File: src/rtl/demux8_deserializer.sv
// demux8_deserializer: 1:8 serial-to-parallel receiver with start framing,
// abort, per-frame stall timeout and an exported slot index for lock-step muxing.
module demux8_deserializer #(
   parameter bit          MSB_FIRST      = 1'b0,
   parameter int unsigned TIMEOUT_CYCLES = 16
) (
   input  logic       clock_i,
   input  logic       reset_n_i,
   input  logic       enable_i,
   input  logic       start_i,
   input  logic       abort_i,
   input  logic       in_bit_i,
   input  logic       in_valid_i,
   output logic [7:0] out_o,
   output logic       out_valid_o,
   output logic       busy_o,
   output logic [2:0] select_o,
   output logic       timeout_o
);

   localparam int unsigned WORD_W  = 8;
   localparam int unsigned COUNT_W = 3;
   // Keep at least one timer bit so the disabled configuration still elaborates.
   localparam int unsigned TIMER_W = (TIMEOUT_CYCLES > 0) ? $clog2(TIMEOUT_CYCLES + 1) : 1;
   localparam bit          TIMEOUT_EN = (TIMEOUT_CYCLES != 0);

   typedef enum logic [1:0] {
      IDLE = 2'd0,
      RECV = 2'd1,
      DONE = 2'd2
   } state_e;

   state_e               state_q,     state_d;
   logic [COUNT_W-1:0]   count_q,     count_d;
   logic [TIMER_W-1:0]   timer_q,     timer_d;
   logic [WORD_W-1:0]    sr_q,        sr_d;
   logic [WORD_W-1:0]    out_q,       out_d;
   logic                 out_valid_q, out_valid_d;
   logic                 busy_q,      busy_d;
   logic                 timeout_q,   timeout_d;

   logic [COUNT_W-1:0]   slot_idx_c;
   logic [WORD_W-1:0]    word_c;

   // Register bank with synchronous active-low reset.
   always_ff @(posedge clock_i) begin
      if (!reset_n_i) begin
         state_q     <= IDLE;
         count_q     <= '0;
         timer_q     <= '0;
         sr_q        <= '0;
         out_q       <= '0;
         out_valid_q <= 1'b0;
         busy_q      <= 1'b0;
         timeout_q   <= 1'b0;
      end else begin
         state_q     <= state_d;
         count_q     <= count_d;
         timer_q     <= timer_d;
         sr_q        <= sr_d;
         out_q       <= out_d;
         out_valid_q <= out_valid_d;
         busy_q      <= busy_d;
         timeout_q   <= timeout_d;
      end
   end

   // Slot mapping and the word as it would look with the current bit written in.
   always_comb begin
      slot_idx_c         = MSB_FIRST ? ~count_q : count_q;
      word_c             = sr_q;
      word_c[slot_idx_c] = in_bit_i;
   end

   // Next-state and registered-output logic; pulses self-clear even when stalled.
   always_comb begin
      state_d     = state_q;
      count_d     = count_q;
      timer_d     = timer_q;
      sr_d        = sr_q;
      out_d       = out_q;
      out_valid_d = 1'b0;
      timeout_d   = 1'b0;

      if (enable_i) begin
         unique case (state_q)
            IDLE: begin
               if (start_i) begin
                  state_d = RECV;
                  count_d = '0;
                  timer_d = '0;
                  sr_d    = '0;
               end
            end

            RECV: begin
               if (abort_i) begin
                  state_d = IDLE;
                  count_d = '0;
                  timer_d = '0;
               end else if (start_i) begin
                  count_d = '0;
                  timer_d = '0;
                  sr_d    = '0;
               end else if (in_valid_i) begin
                  sr_d    = word_c;
                  count_d = count_q + COUNT_W'(1);
                  timer_d = '0;
                  if (count_q == COUNT_W'(WORD_W - 1)) begin
                     out_d       = word_c;
                     out_valid_d = 1'b1;
                     state_d     = DONE;
                  end
               end else if (TIMEOUT_EN) begin
                  if (timer_q == TIMER_W'(TIMEOUT_CYCLES - 1)) begin
                     timeout_d = 1'b1;
                     state_d   = IDLE;
                     count_d   = '0;
                     timer_d   = '0;
                  end else begin
                     timer_d = timer_q + TIMER_W'(1);
                  end
               end
            end

            DONE: begin
               if (start_i && !abort_i) begin
                  state_d = RECV;
                  count_d = '0;
                  timer_d = '0;
                  sr_d    = '0;
               end else begin
                  state_d = IDLE;
               end
            end

            default: begin
               state_d = IDLE;
               count_d = '0;
               timer_d = '0;
            end
         endcase
      end

      busy_d = (state_d != IDLE);
   end

   assign out_o       = out_q;
   assign out_valid_o = out_valid_q;
   assign busy_o      = busy_q;
   assign select_o    = count_q;
   assign timeout_o   = timeout_q;

endmodule

File: config.mk
export PLATFORM = sky130hd
export DESIGN_NAME = demux8_deserializer
export DESIGN_NICKNAME = d
export VERILOG_FILES = /design/src/rtl/demux8_deserializer.sv
export SDC_FILE = /design/constraint.sdc
export NUM_CORES = 1
export LEC_CHECK = 0
export ABC_AREA = 1
export CAP_MARGIN = 10
export CORE_ASPECT_RATIO = 1.5
export CORE_MARGIN = 10
export CORE_UTILIZATION = 53
export CTS_CLUSTER_DIAMETER = 40
export DETAILED_ROUTE_END_ITERATION = 16
export HOLD_SLACK_MARGIN = 0.06
export PLACE_DENSITY = 0.83
export SLEW_MARGIN = 20
export SYNTH_ARGS = -nofsm -noshare
export SYNTH_HDL_FRONTEND = slang
export SYNTH_SLANG_ARGS = --single-unit
File: constraint.sdc
create_clock -name clock_i -period 1.3 [get_ports clock_i]
set_input_delay 0.325 -clock clock_i [delete_from_list [all_inputs] [get_ports clock_i]]
set_output_delay 0.325 -clock clock_i [all_outputs]
set_load 0.01 [all_outputs]
==> qor.yml <==
yosys:
  seq_area_frac_synth_pct: 39.62
  syn_nets: 230
  synthTopCellsByArea: "dfxtp_1 40%, nand2_1 13%, nor2_1 9.7%, nand3_1 7.5%, inv_1 6.1%"
  ys_types: 21
  netlist_area_um2: 1465
  synth-seq-cells: 29
  yosysWarnings: 0
  synth_top_area_share_pct: 39.62
  syn_inst: 220
  avgSynthCellArea_um2: 6.660
  synth_top_cell_by_area: "dfxtp_1"
place:
  place_hpwl_um: 2664
  postPlaceCellArea_um2: 1818
  gp_congestion: 0.8804
  numPortBuffers: 20
  place_inst: 286
floorplan:
  fp.dieH_um: 84.40
  coreArea_um2: 2676
  rows: 23
  ios: 21
  start_util_pct: 54.75
  fp.dieArea_um2: 5311
  fp.dieW_um: 62.93
route:
  wl_um: 3958
  drcViolationCount: 0
  drt_iter0_markers: 86
  wl_per_cell_um: 13.37
  postRouteAntennaNets: 0
  vias_per_cell: 5.216
  firstDrtPassIters: 4
  dr_total_vias: 1544
pwr:
  total_power_mw: 1.965
  p_per_area_nw_per_um2: 972.2
  static-leakage-power_nw: 0.9646
  p_switching_mw: 0.5445
  p_clk_share_pct: 36.4
  seqPwrFrac_pct: 47.9
  internal_power_mw: 1.420
  ir_worst_vdd_v: 0.001083
  power_frac_comb_pct: 15.7
  swShare_pct: 27.72
sta:
  rsz0062_at_grt: "true"
  setup_viol: 0
  slew_violations: 0
  slew_headroom_pct: 84.23
  holdWs_ps: 435.3
  finalCritPeriodShare_pct: 95.74
  hold_viol: 0
  fmax_mhz: 803.4
  worstMarginPinSlew_ps: 236.2
  final.setup.tns_ps: 0
  finClkSkew_ps: 9.441
  min_period_ps: 1245
hold_path:
  hp-start: "in_valid_i"
  min_path_type: "input pin to flip-flop"
global_routing:
  grt_overflow_total: 0
  antenna_found_initial: 0
  grt_max_degree: 23
  grt_pass1_wl_um: 6451
  grt_pass1_vias: 1455
  grt_use_total_pct: 14.90
clock_tree:
  clock_latency_ps: 290
  clockBufferDepth: 2
  tritoncts: "yes"
  clk_pin_slew_ps: 70
  cts_max_level: 2
  cts_buffers: 5
  ctsRootBufferMaster: "clkbuf_8"
  cts_hold_buffers: 0
  cts_sinks: 29
setup_path:
  critPathKind: "flip-flop to flip-flop"
  cp_cell_sequence: "inv_2 > nand2_2 > nand2_4 > nor2_4 > buf_12 > nand2_1 > nand2_1 > nor2_1"
  max_stage_delay_ps: 410
  endpoint_kind: "flip-flop"
  critPathSlowestCell: "dfxtp_1"
  path_max_fanout: 8
  arrival_ps: 1420
  crit_buf_inv: 2
  startpoint: "state_q[0]"
  r2r-start: "state_q[0]"
  start_kind: "flip-flop"
  crit_family: "simple AND/OR/NAND/NOR gates"
  worstPathRequired_ps: 1480
  cp_common_cell: "nand2_1"
layout:
  final_cells: 296
  finalNetCount: 268
  drive_gt1_share_pct: 23.94
  diodes: 0
  areaGrowthSynthToFinish_pct: 37.92
  final_common_cell: "nand2_1"
  finish.instance_area_um2: 2021
  mostFrequentLayoutCells: "42 x nand2_1, 35 x nor2_1, 23 x dfxtp_1"
run_status:
  outcome: "finished, final reports clean"
flow_run:
  cap_viol_max_count: 0
## power by group through the flow
stage                     combinational [mW]  sequential, mW  clock [mW]
after global routing                   0.343           0.943       0.772
after detailed placement               0.274           0.956           0
after floorplan                        0.162           0.955           0
after global placement                 0.268           0.955           0
final                                  0.308           0.941       0.715
after CTS                              0.280           0.936       0.737
## metal layers
metal  wire length [um]  GRT usage (%)  vias up
li1                   -              -      779
met1               1470          15.00      697
met2               2124          26.32       52
met3                215          4.388       16
met4                148          8.776        0
met5                  0              0        -
## through the flow
| step | util (%) | setup WS (ps) |
|---|---|---|
| after floorplan | - | 70.42 |
| after global placement | 67.93 | -406.5 |
| after detailed placement | 67.93 | -450.1 |
| after CTS | 71.72 | -35.63 |
| after global routing | 75.50 | -26.22 |
| final | 75.50 | 55.35 |
## state kept, by name (all words and copies together), names as in the netlist
signal	cells
select_o	3
state_q	2
out_valid_o	1
timer_q	5
timeout_o	1
out_o	8
sr_q	8
busy_o	1
## worst register-to-register path, delay by kind of cell (launching register included)
family        cells  cell delay (ps)
buf+inv           2              240
flops             1              410
simple gates      6              490
## synthesized netlist by cell type
cell type / number
nand2_1: 49
nor2_1: 38
dfxtp_1: 29
inv_1: 24
nand3_1: 22
a21oi_1: 14
o21ai_0: 13
nand4_1: 7
buf_2: 4
ha_1: 3
o21bai_1: 3
clkbuf_1: 2
nand2_2: 2
nor2_2: 2
nor3_1: 2
buf_6: 1
inv_2: 1
nand2_4: 1
nand4_2: 1
nor2_4: 1
or2_2: 1
## area by class of cell
cell class	instances	area [um^2]
flip-flops and latches	29	588.1
well taps	37	46.29
clock inverters	3	17.52
multi-input cells	159	853.3
repair buffers	38	352.8
fillers	210	655.6
clock buffers	5	68.82
inverters	25	93.84
## cells by family after synthesis
group | synth area share [%]
and+or+nand+nor | 38.00
buffers and inverters | 9.052
AOI/OAI and AO/OA | 10.76
DFF | 39.62
adders and majority gates | 2.562
## repair_timing
| action | CTS | global route |
|---|---|---|
| pin swaps | 3 | 6 |
| setup endpoints to repair | 39 | 28 |
| buffers inserted | 0 | 1 |
| gates resized for setup | 26 | 35 |
| gates cloned | 0 | 1 |
## worst paths after layout
| check | end | slack (ps) | cells after the start |
|---|---|---|---|
| worst max register to register | sr_q[5] | 60 | 8 |
| worst min register to register | sr_q[6] | 480 | 2 |
| worst max-delay path | sr_q[5] | 60 | 8 |
| worst min-delay path | timeout_o | 440 | 4 |
Note: power is estimated with default switching activity, not from simulation.
